File: src/rtl/sdram_port_arbiter.sv
// Arbitrates the single SDRAM controller port between the ROM/VHD loader stream and the CPU bus.
// Optional loader write readback verification is enabled with the ARB_READBACK_CHECK_EN macro.
module sdram_port_arbiter #(
  parameter int AW           = 23,
  parameter int DW           = 8,
  parameter int LFIFO_DEPTH  = 4,
  parameter int BUSY_TIMEOUT = 4
) (
  input  logic          clk_sys,
  input  logic          reset_n,
  input  logic          ld_active,
  input  logic          ld_wr,
  input  logic [AW-1:0] ld_addr,
  input  logic [DW-1:0] ld_data,
  output logic          ld_busy,
  output logic          ld_overflow,
  input  logic          cpu_rd_n,
  input  logic          cpu_wr_n,
  input  logic [AW-1:0] cpu_addr,
  input  logic [DW-1:0] cpu_din,
  output logic [DW-1:0] cpu_dout,
  output logic          cpu_rdy,
  output logic [AW-1:0] mem_addr,
  output logic [DW-1:0] mem_din,
  input  logic [DW-1:0] mem_dout,
  output logic          mem_we,
  output logic          mem_rd,
  input  logic          mem_ready,
  output logic          chk_err
);

  localparam int PW = $clog2(LFIFO_DEPTH) + 1;
  localparam int TW = $clog2(BUSY_TIMEOUT + 1);

`ifdef ARB_READBACK_CHECK_EN
  typedef enum logic [2:0] {
    IDLE, ISSUE, WAIT_BUSY, WAIT_DONE, ISSUE_RB, WAIT_RB
  } state_t;
`else
  typedef enum logic [2:0] {
    IDLE, ISSUE, WAIT_BUSY, WAIT_DONE
  } state_t;
`endif

  state_t        state_q, state_d;
  logic          grant_ld_q, grant_ld_d;
  logic          op_wr_q, op_wr_d;
  logic [AW-1:0] mem_addr_q, mem_addr_d;
  logic [DW-1:0] mem_din_q, mem_din_d;
  logic          mem_we_q, mem_we_d;
  logic          mem_rd_q, mem_rd_d;
  logic [DW-1:0] cpu_dout_q, cpu_dout_d;
  logic          cpu_rdy_q, cpu_rdy_d;
  logic          ld_overflow_q, ld_overflow_d;
  logic          ld_active_q, ld_active_d;
  logic [TW-1:0] tmo_q, tmo_d;
  logic [PW-1:0] wptr_q, wptr_d;
  logic [PW-1:0] rptr_q, rptr_d;
`ifdef ARB_READBACK_CHECK_EN
  logic          chk_err_q, chk_err_d;
  logic          seen_busy_q, seen_busy_d;
  logic          rb_done;
`endif

  logic [AW-1:0] fifo_addr_q [LFIFO_DEPTH];
  logic [DW-1:0] fifo_data_q [LFIFO_DEPTH];

  logic fifo_empty;
  logic fifo_full;
  logic fifo_push;
  logic fifo_pop;
  logic ld_rise;
  logic tmo_last;
  logic op_done;

  // FIFO bookkeeping: the extra pointer bit separates full from empty
  always_comb begin
    fifo_empty    = (wptr_q == rptr_q);
    fifo_full     = (wptr_q[PW-1] != rptr_q[PW-1]) &&
                    (wptr_q[PW-2:0] == rptr_q[PW-2:0]);
    fifo_pop      = (state_q == ISSUE) && grant_ld_q;
    fifo_push     = ld_wr && (!fifo_full || fifo_pop);
    ld_rise       = ld_active && !ld_active_q;
    ld_active_d   = ld_active;
    wptr_d        = fifo_push ? wptr_q + PW'(1) : wptr_q;
    rptr_d        = fifo_pop  ? rptr_q + PW'(1) : rptr_q;
    ld_overflow_d = ld_rise ? 1'b0 : ld_overflow_q;
    if (ld_wr && fifo_full && !fifo_pop) begin
      ld_overflow_d = 1'b1;
    end
  end

  always_ff @(posedge clk_sys) begin
    if (fifo_push) begin
      fifo_addr_q[wptr_q[PW-2:0]] <= ld_addr;
      fifo_data_q[wptr_q[PW-2:0]] <= ld_data;
    end
  end

  always_comb begin
    tmo_last   = (tmo_q == TW'(BUSY_TIMEOUT - 1));
    state_d    = state_q;
    grant_ld_d = grant_ld_q;
    op_wr_d    = op_wr_q;
    mem_addr_d = mem_addr_q;
    mem_din_d  = mem_din_q;
    mem_we_d   = 1'b0;
    mem_rd_d   = 1'b0;
    cpu_dout_d = cpu_dout_q;
    cpu_rdy_d  = cpu_rdy_q && !(cpu_rd_n && cpu_wr_n);
    tmo_d      = tmo_q;
    op_done    = 1'b0;
`ifdef ARB_READBACK_CHECK_EN
    chk_err_d   = ld_rise ? 1'b0 : chk_err_q;
    seen_busy_d = seen_busy_q;
    rb_done     = 1'b0;
`endif

    case (state_q)
      IDLE: begin
        if (mem_ready) begin
          if (!fifo_empty) begin
            grant_ld_d = 1'b1;
            op_wr_d    = 1'b1;
            mem_addr_d = fifo_addr_q[rptr_q[PW-2:0]];
            mem_din_d  = fifo_data_q[rptr_q[PW-2:0]];
            state_d    = ISSUE;
          end else if (!ld_active && !cpu_rdy_q && (!cpu_rd_n || !cpu_wr_n)) begin
            // Both strobes low resolves to a write
            grant_ld_d = 1'b0;
            op_wr_d    = !cpu_wr_n;
            mem_addr_d = cpu_addr;
            mem_din_d  = cpu_din;
            state_d    = ISSUE;
          end
        end
      end
      ISSUE: begin
        mem_we_d = op_wr_q;
        mem_rd_d = !op_wr_q;
        tmo_d    = '0;
        state_d  = WAIT_BUSY;
      end
      WAIT_BUSY: begin
        // A controller that never drops ready is assumed to have finished
        if (!mem_ready) begin
          state_d = WAIT_DONE;
        end else if (tmo_last) begin
          op_done = 1'b1;
        end else begin
          tmo_d = tmo_q + TW'(1);
        end
      end
      WAIT_DONE: begin
        if (mem_ready) begin
          op_done = 1'b1;
        end
      end
`ifdef ARB_READBACK_CHECK_EN
      ISSUE_RB: begin
        mem_rd_d    = 1'b1;
        tmo_d       = '0;
        seen_busy_d = 1'b0;
        state_d     = WAIT_RB;
      end
      WAIT_RB: begin
        if (!seen_busy_q) begin
          if (!mem_ready) begin
            seen_busy_d = 1'b1;
          end else if (tmo_last) begin
            rb_done = 1'b1;
          end else begin
            tmo_d = tmo_q + TW'(1);
          end
        end else if (mem_ready) begin
          rb_done = 1'b1;
        end
        if (rb_done) begin
          if (mem_dout != mem_din_q) begin
            chk_err_d = 1'b1;
          end
          state_d = IDLE;
        end
      end
`endif
      default: state_d = IDLE;
    endcase

    if (op_done) begin
      state_d = IDLE;
      if (!grant_ld_q) begin
        cpu_rdy_d = 1'b1;
        if (!op_wr_q) begin
          cpu_dout_d = mem_dout;
        end
      end
`ifdef ARB_READBACK_CHECK_EN
      else begin
        // Loader writes are verified before anyone else gets the port
        state_d = ISSUE_RB;
      end
`endif
    end
  end

  always_ff @(posedge clk_sys or negedge reset_n) begin
    if (!reset_n) begin
      state_q       <= IDLE;
      grant_ld_q    <= 1'b0;
      op_wr_q       <= 1'b0;
      mem_addr_q    <= '0;
      mem_din_q     <= '0;
      mem_we_q      <= 1'b0;
      mem_rd_q      <= 1'b0;
      cpu_dout_q    <= '0;
      cpu_rdy_q     <= 1'b0;
      ld_overflow_q <= 1'b0;
      ld_active_q   <= 1'b0;
      tmo_q         <= '0;
      wptr_q        <= '0;
      rptr_q        <= '0;
`ifdef ARB_READBACK_CHECK_EN
      chk_err_q     <= 1'b0;
      seen_busy_q   <= 1'b0;
`endif
    end else begin
      state_q       <= state_d;
      grant_ld_q    <= grant_ld_d;
      op_wr_q       <= op_wr_d;
      mem_addr_q    <= mem_addr_d;
      mem_din_q     <= mem_din_d;
      mem_we_q      <= mem_we_d;
      mem_rd_q      <= mem_rd_d;
      cpu_dout_q    <= cpu_dout_d;
      cpu_rdy_q     <= cpu_rdy_d;
      ld_overflow_q <= ld_overflow_d;
      ld_active_q   <= ld_active_d;
      tmo_q         <= tmo_d;
      wptr_q        <= wptr_d;
      rptr_q        <= rptr_d;
`ifdef ARB_READBACK_CHECK_EN
      chk_err_q     <= chk_err_d;
      seen_busy_q   <= seen_busy_d;
`endif
    end
  end

  assign mem_addr    = mem_addr_q;
  assign mem_din     = mem_din_q;
  assign mem_we      = mem_we_q;
  assign mem_rd      = mem_rd_q;
  assign cpu_dout    = cpu_dout_q;
  assign cpu_rdy     = cpu_rdy_q;
  assign ld_overflow = ld_overflow_q;
  assign ld_busy     = !fifo_empty || ((state_q != IDLE) && grant_ld_q);
`ifdef ARB_READBACK_CHECK_EN
  assign chk_err     = chk_err_q;
`else
  assign chk_err     = 1'b0;
`endif

endmodule
File: config.mk
export PLATFORM = sky130hd
export DESIGN_NAME = sdram_port_arbiter
export DESIGN_NICKNAME = d
export VERILOG_FILES = /design/src/rtl/sdram_port_arbiter.sv
export SDC_FILE = /design/constraint.sdc
export NUM_CORES = 1
export LEC_CHECK = 0
export ABC_AREA = 1
export CAP_MARGIN = 20
export CELL_PAD_IN_SITES_DETAIL_PLACEMENT = 0
export CELL_PAD_IN_SITES_GLOBAL_PLACEMENT = 1
export CORE_MARGIN = 4
export CORE_UTILIZATION = 42
export DETAILED_ROUTE_END_ITERATION = 10
export GPL_ROUTABILITY_DRIVEN = 0
export MAX_ROUTING_LAYER = met4
export PLACE_DENSITY_LB_ADDON = 0.05
export REMOVE_ABC_BUFFERS = 1
export SLEW_MARGIN = 10
export SYNTH_ARGS = -nofsm -noshare
export SYNTH_HDL_FRONTEND = slang
export SYNTH_SLANG_ARGS = --single-unit
File: constraint.sdc
create_clock -name clk_sys -period 3.6 [get_ports clk_sys]
set_clock_uncertainty 0.1 [all_clocks]
set_input_delay 0.54 -clock clk_sys [delete_from_list [all_inputs] [get_ports clk_sys]]
set_output_delay 0.54 -clock clk_sys [all_outputs]
set_load 0.03 [all_outputs]
==> metrics.txt <==
outcome finished, final reports clean; CP Cell Sequence nand2_1 -> nand2_2 -> nand2_4 -> nor2_8 -> nand2_1 -> clkdlybuf4s50_1; via/cell ratio 4.81; M1 WL ~8000 um; Post-DRT Antenna Nets 0; CP bufs+invs 1; Mapped Cells 760; Worst-Skew Late Latency 0.42 ns; placed insts about 1,100; top cell type's share of synthesized area between 40% and 50%; slowest stage delay, CP roughly 0.74 ns; slack of the critical path 0.463 ns; Rel. slew slack between 30% and 40%; met3 WL post-DR between 600 and 700 um; GRT overflow 0; Post-CTS Resized 0; data required time of the worst path around 3 ns; CORE AREA 18,000 um^2; Total Power about 8.5 mW; worst setup path startpoint rptr_q[0]; Die ar. slightly above 20,000 um^2; Ys Warns 0; DRT iter0 DRCs 260; Clock Path Buffers 2; critical path class flop to output port; reg2reg path depth 8; NetSw roughly 3.4 mW; post-synthesis sequential area ratio between 60% and 70%; dpl ws roughly 0.86 ns; most used cell, CP nand2_1; Vias approximately 5,400; post-layout util a little over half; fin area roughly 10000 um^2; Worst-path clk slew 0.07 ns; H-tree depth 4; post-CTS setup buffers 0; sequential share of power a little under two fifths; worst vdd ir around 0.00045 V; CTS tree built; Worst-Margin Slew about 0.9 ns; Post-Synthesis Cell Area 7730 um^2; FF-to-FF Start rptr_q[0]; HPWL after DPL roughly 11,000 um; Hold Path Class input pin to async pin; n_diodes 0; Die Ht between 100 and 150 um; share of cells above drive strength 1 7.87%; count of state elements after synthesis about 180; DRC 0; top sig layer met4; setup TNS 0 ns; Die Wd between 100 and 150 um; Post-Layout Cell Count between 1,000 and 1,500; Post-Route WL approximately 17,000 um; Avg Cell Area, Syn between 10 and 15 um^2; Logic pwr share between 40% and 50%; Tcrit/Tclk final 87.1%; port bufs 120; minimum clock period approximately 3.1 ns; delay-heaviest family, CP flip-flops; Fin Hold WS about 0.11 ns; internal power ~5.1 mW; crit start category flop; RSZ-0062 raised after global routing no; Peak Freq 0.319 GHz; Root Buffer clkbuf_16; I/O pin count between 100 and 150; post-synth top area cell edfxtp_1; Slew Viols, Final 0; ranking of synthesized cells by area edfxtp_1, dfrtp_1, nand2_1, nor2_1, o21ai_0; first-pass GRT wire length 27,700 um; Routed WL per cell about 16 um; vias in the first global route roughly 5,300; metal2 WL ~8600 um; area delta synth->final 26.2%; placed cell areas 9180 um^2; R2R Path End op_wr_q; nets about 960; Starting Density around 43%; number of buffers created by CTS 17; drt first pass iters 4; crit path max fanout 32; clock network fraction of total power a little over a fifth; max cap viols 0; final number of setup-violating endpoints 0; PD cells just under 900 nW/um^2; hold_buf cts 0; initial antenna violation count 0; largest net degree at the start of global routing 64; Static Leakage 4.06 nW; Num Clock Sinks around 180; # rows 49; Yosys cell types 28; CP Data Arrival Time about 2.5 ns; Total Routing Usage GR a little under a fifth; Hold Fails Final Rpt 0; CP max stage cell dfrtp_2; switching share of total power around two fifths; CP endpoint kind output port; Worst R2R Setup Slack between 1 and 1.5 ns
[worst reg2reg max path: cells and delay by family (launching register included)]
family | cells | cell delay, ns
AOI/OAI and AO/OA | 1 | 0.15
buffers and inverters | 1 | 0.35
DFF | 1 | 0.74
and+or+nand+nor | 6 | 1.11
[state kept, by name (all words and copies together) (netlist names), 2 cells and up]
register / cells
fifo_data_q: 32
rptr_q: 3
state_q: 2
cpu_dout: 8
wptr_q: 3
mem_addr: 23
fifo_addr_q: 92
mem_din: 8
tmo_q: 3
[synthesized netlist by cell type, drive strengths merged]
cell and count:
buf 22, nor3 1, edfxtp 124, ha 11, nor2 139, nand3 6, o21ai 79, xnor2 1
dfrtp 57, inv 35, a22o 1, conb 1, xor2 3, nand2 264, o22ai 1, a31oi 1
clkbuf 12, a21oi 2
[how the worst max path moves through the flow]
stage | to | slack (ns) | cells past startpoint
2_1_floorplan | fifo_addr_q[3][0] | -0.26 | 6
4_1_cts | ld_busy | 0.39 | 6
6_report | ld_busy | 0.46 | 6
3_3_place_gp | ld_busy | 0.88 | 6
3_5_place_dp | ld_busy | 0.86 | 6
5_1_grt | ld_busy | 0.28 | 6
[power by group through the flow]
stage	Sequential (mW)	Clock, mW	Combinational, mW
after floorplan	3.66	0	1.72
after global placement	3.19	0	3.54
after detailed placement	3.21	0	3.58
after CTS	3.17	1.86	3.60
after global routing	3.23	1.96	3.97
final	3.16	1.82	3.51
[routing by layer]
metal,track usage (%),up-vias
met1,23.1,2553
li1,-,2694
met2,29.9,113
met5,-,-
met4,4.91,0
met3,3.16,15
[placed cells by master, fill, tap and decap left out, types with 2 or more instances in the layout]
cell	synthesis	layout
edfxtp_1	124	124
dfrtp_1	57	55
clkinv_2	0	2
o21ai_0	78	78
nor2_1	138	134
ha_1	11	11
inv_1	33	33
xor2_1	3	3
clkdlybuf4s50_1	0	119
nand3_1	6	5
buf_12	1	3
inv_6	0	4
nand2_4	3	3
nor2_4	0	4
nand2_1	249	249
bufinv_16	0	2
buf_4	5	8
nand2_2	12	12
clkbuf_16	0	17
clkinv_4	0	4
dfrtp_2	0	2
[cell families (layout without fill, tap and decap cells)]
family          count (synthesis)  in the layout  synth area share [%]
compound gates                 84             84                  5.71
xor+xnor                        4              4                 0.453
buf+inv                        69            198                  4.34
simple gates                  410            410                  21.1
other cells                     1              1                0.0485
flops                         181            181                  66.6
fa+ha+maj                      11             11                  1.78
[cell type report]
type | count | area (um^2)
Inverter | 35 | 134
Sequential cell | 181 | 5150
Clock buffer | 18 | 429
Tap cell | 229 | 287
Multi-Input combinational cell | 510 | 2290
Clock inverter | 14 | 151
Timing Repair Buffer | 131 | 1320
Fill cell | 1599 | 8270
(Power assumes the default switching activity.)
